[src/rtl/pipe_pkg.sv]
// pipe_pkg: shared state encoding, load selects and default bubble payload for the skid stage
package pipe_pkg;

    typedef enum logic [1:0] {
        EMPTY = 2'd0,
        ONE   = 2'd1,
        TWO   = 2'd2
    } state_t;

    typedef enum logic [1:0] {
        MAIN_HOLD,
        MAIN_IN,
        MAIN_SKID,
        MAIN_NOP
    } main_sel_t;

    typedef enum logic [1:0] {
        SKID_HOLD,
        SKID_IN,
        SKID_NOP
    } skid_sel_t;

    // Fill bit for the default bubble payload; replicated to any payload width.
    localparam logic NOP_FILL = 1'b0;

endpackage

[src/rtl/pipe_skid_ctrl.sv]
// pipe_skid_ctrl: occupancy state machine and main/skid load selects for the skid register
module pipe_skid_ctrl
    import pipe_pkg::*;
(
    input  logic       clk,
    input  logic       rst,
    input  logic       flush,
    input  logic       in_valid,
    input  logic       out_ready,
    output logic       in_ready,
    output logic       out_valid,
    output logic [1:0] occupancy,
    output main_sel_t  main_sel,
    output skid_sel_t  skid_sel
);

    state_t state_q, state_d;
    logic   in_ready_q, in_ready_d;
    logic   in_fire, out_fire;

    assign in_ready  = in_ready_q;
    assign out_valid = (state_q != EMPTY);
    assign occupancy = (state_q == TWO) ? 2'd2 : (state_q == ONE) ? 2'd1 : 2'd0;

    // Next state and data-load selects; flush overrides every handshake.
    always_comb begin
        state_d  = state_q;
        main_sel = MAIN_HOLD;
        skid_sel = SKID_HOLD;
        in_fire  = in_valid & in_ready_q;
        out_fire = out_valid & out_ready;
        if (flush) begin
            state_d  = EMPTY;
            main_sel = MAIN_NOP;
            skid_sel = SKID_NOP;
        end else begin
            case (state_q)
                EMPTY: begin
                    if (in_fire) begin
                        main_sel = MAIN_IN;
                        state_d  = ONE;
                    end
                end
                ONE: begin
                    if (in_fire && out_fire) begin
                        main_sel = MAIN_IN;
                    end else if (in_fire) begin
                        skid_sel = SKID_IN;
                        state_d  = TWO;
                    end else if (out_fire) begin
                        main_sel = MAIN_NOP;
                        state_d  = EMPTY;
                    end
                end
                TWO: begin
                    if (out_fire) begin
                        main_sel = MAIN_SKID;
                        skid_sel = SKID_NOP;
                        state_d  = ONE;
                    end
                end
                default: begin
                    main_sel = MAIN_NOP;
                    skid_sel = SKID_NOP;
                    state_d  = EMPTY;
                end
            endcase
        end
        in_ready_d = (state_d != TWO);
    end

    // State register; in_ready is registered so it never depends on out_ready combinationally.
    always_ff @(posedge clk) begin
        if (rst) begin
            state_q    <= EMPTY;
            in_ready_q <= 1'b1;
        end else begin
            state_q    <= state_d;
            in_ready_q <= in_ready_d;
        end
    end

endmodule

[src/rtl/pipe_skid_reg.sv]
// pipe_skid_reg: two-entry skid pipeline register with flush and bubble (NOP) insertion
module pipe_skid_reg
    import pipe_pkg::*;
#(
    parameter int               WIDTH       = 32,
    parameter logic [WIDTH-1:0] NOP_PAYLOAD = {WIDTH{NOP_FILL}}
) (
    input  logic             clk,
    input  logic             rst,
    input  logic             flush,
    input  logic             in_valid,
    input  logic [WIDTH-1:0] in_data,
    output logic             in_ready,
    output logic             out_valid,
    output logic [WIDTH-1:0] out_data,
    input  logic             out_ready,
    output logic [1:0]       occupancy
);

    main_sel_t        main_sel;
    skid_sel_t        skid_sel;
    logic [WIDTH-1:0] main_q, main_d;
    logic [WIDTH-1:0] skid_q, skid_d;

    pipe_skid_ctrl u_ctrl (
        .clk       (clk),
        .rst       (rst),
        .flush     (flush),
        .in_valid  (in_valid),
        .out_ready (out_ready),
        .in_ready  (in_ready),
        .out_valid (out_valid),
        .occupancy (occupancy),
        .main_sel  (main_sel),
        .skid_sel  (skid_sel)
    );

    assign out_data = main_q;

    // Entry next values chosen by the controller's load selects.
    always_comb begin
        main_d = (main_sel == MAIN_IN)   ? in_data     :
                 (main_sel == MAIN_SKID) ? skid_q      :
                 (main_sel == MAIN_NOP)  ? NOP_PAYLOAD : main_q;
        skid_d = (skid_sel == SKID_IN)   ? in_data     :
                 (skid_sel == SKID_NOP)  ? NOP_PAYLOAD : skid_q;
    end

    // Payload flops; empty entries always hold the bubble payload.
    always_ff @(posedge clk) begin
        if (rst) begin
            main_q <= NOP_PAYLOAD;
            skid_q <= NOP_PAYLOAD;
        end else begin
            main_q <= main_d;
            skid_q <= skid_d;
        end
    end

endmodule
[config.mk]
export PLATFORM = sky130hd
export DESIGN_NAME = pipe_skid_reg
export DESIGN_NICKNAME = d
export VERILOG_FILES = /design/src/rtl/pipe_pkg.sv /design/src/rtl/pipe_skid_ctrl.sv /design/src/rtl/pipe_skid_reg.sv
export SDC_FILE = /design/constraint.sdc
export NUM_CORES = 1
export LEC_CHECK = 0
export CAP_MARGIN = 25
export CORE_ASPECT_RATIO = 1.4
export CORE_UTILIZATION = 47
export DETAILED_ROUTE_END_ITERATION = 7
export PLACE_DENSITY = 0.79
export SLEW_MARGIN = 0
export SYNTH_ARGS = -nofsm -noshare
export SYNTH_HDL_FRONTEND = slang
export SYNTH_SLANG_ARGS = --single-unit
[constraint.sdc]
create_clock -name clk -period 2.4 [get_ports clk]
set_clock_uncertainty 0.15 [all_clocks]
set_input_delay 0.72 -clock clk [delete_from_list [all_inputs] [get_ports clk]]
set_output_delay 0.72 -clock clk [all_outputs]
set_load 0.01 [all_outputs]
# == Word-level counts from Yosys, hierarchy flattened ==
# Index checks and enable logic that the tools add are counted.
# word_totals
register_bits,67
inputBits,37
output_inout_bits,36
elab_cells,43
# classes
n_eq_ne,8
mux,24
bitwise_logic,2
n_reduce_logical,5
# op_table
cell,count
$mux 32,5
$mux 2,14
$pmux 2 s3,3
$eq 2x2->1 const B,4
$eq 2x1->1 const B,3
$reduce_bool 2->1,2
$reduce_bool 3->1,1
$and 1x1->1,2
$logic_not 2->1,1
$mux 1,2
$ne 2x2->1 const B,1
$logic_and 1x1->1,1

# == Longest topological paths before layout ==
# depth
word_depth,11
depth_mapped,10
depth_no_buf,8

# == Cells and area by module ==
# Synthesis repeated with hierarchy kept, for this count alone.
# unflattened
cells_unflattened,318
area_unflattened_um2,3133.0
# by_module_without_submodules
module,n_inst,cells_each,area_each_um2,seq_area_each_um2
pipe_skid_reg,1,295,2936.6,1281.2
pipe_skid_ctrl,1,23,196.4,60.1

# == Worst setup path before layout ==
# Ideal clock, no wire load.
# synth_path
path_kind,input to register
start,input port out_ready
end,register skid_q[10]
setup_time_ns,0.128
arrival_ns,2.000
t_required_ns,2.122
setup_slack_ns,0.123
stages,8
path_buffers,2
cell_sequence,o21ai_0 -> and2_1 -> ha_1 -> clkbuf_1 -> clkbuf_1 -> nor2_1 -> a21oi_1 -> nor2_1
# synth_via
elab_chain_len,7
word_cells_on_any_way,10
cone_classes,eq/ne (2); mux (5); bitwise (1); reduce/logical (2)
# synth_rtl
element,line,source
from (decl),pipe_skid_reg.sv:16,"input logic out_ready,"
$and 1x1->1 *,pipe_skid_ctrl.sv:31,out_fire = out_valid & out_ready;
$logic_and 1x1->1,pipe_skid_ctrl.sv:45,if (in_fire && out_fire) begin
$mux 2,pipe_skid_ctrl.sv:45,
$pmux 2 s3 *,pipe_skid_ctrl.sv:37,case (state_q)
$mux 2 *,pipe_skid_ctrl.sv:32,if (flush) begin
$eq 2x1->1 / $eq 2x2->1 (equally long branches),"pipe_skid_reg.sv:45, pipe_skid_reg.sv:46",
$mux 32 / $reduce_bool 2->1 (equally long branches),-,
to (signal assigned),pipe_skid_reg.sv:56,skid_q <= skid_d;
to (decl),pipe_skid_reg.sv:23,"logic [WIDTH-1:0] skid_q, skid_d;"
# Mark *: on every way between the ends. The rest lies on a longest branch, timed or not.
# A chain may end at the register's enable or synchronous reset.

# == Worst setup path in the final report ==
# layout_path
start,register u_ctrl.state_q[0]
end,output port occupancy[1]
# layout_via
elab_chain_len,2
# layout_rtl
element,line,source
from (decl),pipe_skid_ctrl.sv:17,"state_t state_q, state_d;"
from (signal assigned),pipe_skid_ctrl.sv:78,state_q <= state_d;
$eq 2x2->1,pipe_skid_ctrl.sv:23,assign occupancy = (state_q == TWO) ? 2'd2 : (state_q == ONE) ? 2'd1 : 2'd0;
$mux 2,pipe_skid_ctrl.sv:23,
to (decl),pipe_skid_reg.sv:17,output logic [1:0] occupancy
# No other way between the ends.

==> summary.txt <==
Yosys
  – Fraction of the mapped netlist area in simple logic gates: 0.215
  – Fraction of synthesized cell area in xor and xnor cells: 0
  – Adder and majority cell fraction of the synthesized area: 0.00482
  – Distinct cell type count of the synthesized netlist: 28
  – Multiplexer fraction of the synthesized cell area: 0.00385
  – Warning count from the yosys run: 0
  – Number of register bits inferred by synthesis: 67
  – Cells after synthesis: 310
  – Post-synthesis compound-gate area fraction: 0.208
  – Post-Syn Area: 0.00260 mm2
  – Post-synthesis sequential area ratio: 0.516
  – Synthesized netlist net count: 348
  – Main combinational cell family by area after synthesis: simple AND/OR/NAND/NOR gates
  – Post-synthesis area per instance: 8.38 um2

Die
  – Top-level port count: 73
  – Placement Rows: 31
  – Area of the die: 0.00583 mm2
  – Chip height: 90.0 um
  – Starting Density: 0.496
  – Floorplan Core Area: 0.00524 mm2
  – Horiz. Die Dim: 64.8 um

Min path
  – Worst Hold Path Cells: 2
  – Worst Min Path Start: skid_q[26]
  – Class of the most critical hold timing path: reg -> reg

Critical path
  – Highest-delay cell along the critical path: clkdlybuf4s50_1
  – Path depth of the worst reg2reg path: 7
  – CP Capture Point: occupancy[1]
  – Buf/Inv on CP: 2
  – Cell-by-cell listing of the critical path: nand2b_2 > inv_2 > clkdlybuf4s50_1
  – R2R Path End: skid_q[22]
  – Worst Setup Path Type: reg -> out
  – Worst stage delay on the critical path: 0.52 ns
  – Stages on worst setup path: 3
  – CP Data Arrival Time: 1.47 ns
  – Slack of the worst reg-to-reg path: 0.49 ns
  – Critical path peak fanout: 7
  – CP top delay family: buffers and inverters
  – Startpoint of the most critical setup path: u_ctrl.state_q[0]
  – Beginning of the worst register-to-register path: u_ctrl.state_q[0]
  – Kind of start point of the critical path: flop
  – Required arrival time at the worst endpoint: 1.53 ns
  – Worst Setup End Kind: output port

Finish
  – Area Growth Syn to Fin: 43.2%
  – Share of layout cells above drive strength 1: 0.107
  – Sequential cell area: 0.00135 mm2
  – Diode insertion count for antenna repair: 0
  – End-of-flow core utilization: 0.710
  – Total non-filler cell area in the finished layout: 0.00372 mm2
  – Area of the multi-input gates: 0.00113 mm2
  – Number of non-filler instances in the completed layout: 450
  – Net count reported at finish: 417
  – Number of fill cells: 418
  – Most frequent cells in the layout: nor2_1 (96), clkdlybuf4s50_1 (70), dfxtp_1 (65), nand2_1 (34), a21oi_1 (33)
  – Most common cell after layout, fill and taps aside: nor2_1

Place
  – Worst setup timing slack at the placement stage: -0.241 ns
  – Port buffer count: 72
  – Placed cell area: 0.00346 mm2
  – HPWL Detailed: 4.10 mm
  – Final Wtd Congestion: 0.753
  – Dpl cells: 434

STA
  – Final period util: 0.977
  – Max-slew headroom: 0.507
  – Worst-Margin Slew: 0.739 ns
  – Final setup viols: 0
  – Final period demand of the worst path: 2.34 ns
  – Final WS setup: 0.0557 ns
  – Setup repair after global routing missed its margin: no
  – Final Hold Viols: 0
  – Total Neg Setup Slack: 0 ns
  – Number of pins with negative max-slew slack in the final report: 0
  – Highest Clock Rate: 0.427 GHz

Routing
  – DR vias/cell: 5.55
  – DRT antenna net count: 0
  – Detailed Routing Iterations Pass 1: 8
  – Routed WL per cell: 14.5 um
  – Total number of vias: 2,498
  – Drt total wl: 6.52 mm
  – Number of DRC markers after the initial detailed-route iteration: 328
  – DRC Markers: 0

CTS
  – Number of setup buffers added after CTS: 0
  – Clock latency at the later pin of the worst-skew pair: 0.34 ns
  – Clock root cell: clkbuf_8
  – H-tree levels: 3
  – Clock-pin slew of the registers on the worst-case setup and hold paths: 0.08 ns
  – Clk buf depth: 2
  – TritonCTS Buffers: 9
  – Number of clock sinks: 67
  – Clock tree from TritonCTS: yes

GRT
  – Total track usage: 0.237
  – Antenna violations before repair: 0
  – Maximum number of pins on one net before global-route repair: 41
  – Wire length of the first global-routing pass: 10.7 mm
  – Number of global-route vias before repair: 2,347
  – Gr ovfl total: 0

Power
  – P_leak: 1.39 nW
  – Pwr dens: 689 mW/mm2
  – Worst IR Drop VDD: 0.658 mV

Run status
  – Outcome: finished clean

Job
  – Max-cap check violation count: 0
==> metal layers <==
metal,share of wire,wire length [um],global-route usage
met5,0,0,0
met3,0.067,435,0.0736
met2,0.50,3250,0.382
met4,0.017,111,0.0981
met1,0.42,2730,0.287
==> stage by stage <==
step	power, mW	hold slack, ns
global route	2.66	0.372
global placement	1.43	0.315
CTS	2.58	0.350
finish	2.56	0.347
floorplan	1.28	0.303
detailed placement	1.43	0.331
==> worst min-delay path by stage <==
stage / to / slack (ns)
6_report: skid_q[26] / 0.35
5_1_grt: skid_q[30] / 0.37
4_1_cts: skid_q[29] / 0.35
3_5_place_dp: skid_q[29] / 0.33
3_3_place_gp: skid_q[29] / 0.31
2_1_floorplan: skid_q[29] / 0.30
==> timing repair <==
item / 4_1_cts / 5_1_grt
gates resized for setup: 2 / 4
hold buffers: 0 / 0
setup endpoints to repair: 3 / 4
==> layout make-up <==
cell class,instances,area share
clock inverters,7,0.0333
clock buffers,9,0.0333
flip-flops and latches,67,0.362
repair buffers,86,0.242
multi-input cells,212,0.305
well taps,66,0.0222
inverters,3,0.00303
==> sequential cells by signal, indices dropped and copies added (netlist names) <==
register and count:
out_data 32, skid_q 32, u_ctrl.in_ready 1, u_ctrl.state_q 2
==> synth_stat cells <==
cell type / instances / area (um2)
nor2_1: 96 / 360
dfxtp_1: 67 / 1340
nand2_1: 34 / 128
a21oi_1: 33 / 165
a222oi_1: 32 / 320
clkbuf_1: 16 / 60.1
buf_2: 9 / 45.0
inv_1: 2 / 7.51
nor3_1: 2 / 10.0
a2111o_1: 1 / 11.3
and2_1: 1 / 6.26
and3_1: 1 / 6.26
buf_1: 1 / 3.75
buf_6: 1 / 11.3
clkbuf_2: 1 / 5.00
ha_1: 1 / 12.5
inv_2: 1 / 3.75
mux2i_1: 1 / 10.0
nand2b_2: 1 / 8.76
nand3_1: 1 / 5.00
nor2b_1: 1 / 6.26
nor2b_2: 1 / 8.76
nor4_2: 1 / 12.5
o21a_1: 1 / 7.51
o21ai_0: 1 / 5.00
o22a_1: 1 / 8.76
o311a_4: 1 / 21.3
or2_2: 1 / 6.26
==> power by group <==
part | internal (mW) | switching, mW
Clock | 0.699 | 0.458
Sequential | 1.13 | 0.0126
Combinational | 0.142 | 0.121
==> logic make-up after synthesis <==
kind of cell,Yosys count
mux,1
fa+ha+maj,1
simple gates,140
buf+inv,31
compound gates,70
flops,67
==> worst register-to-register path, cell delays in order (launching register included) <==
cell     delay (ns)
dfxtp_2        0.38
nor2b_2        0.18
nand3_1        0.11
nor3_1         0.22
ha_2           0.36
buf_12         0.17
a21oi_1        0.15
nor2_1         0.06
(Power assumes the default switching activity.)
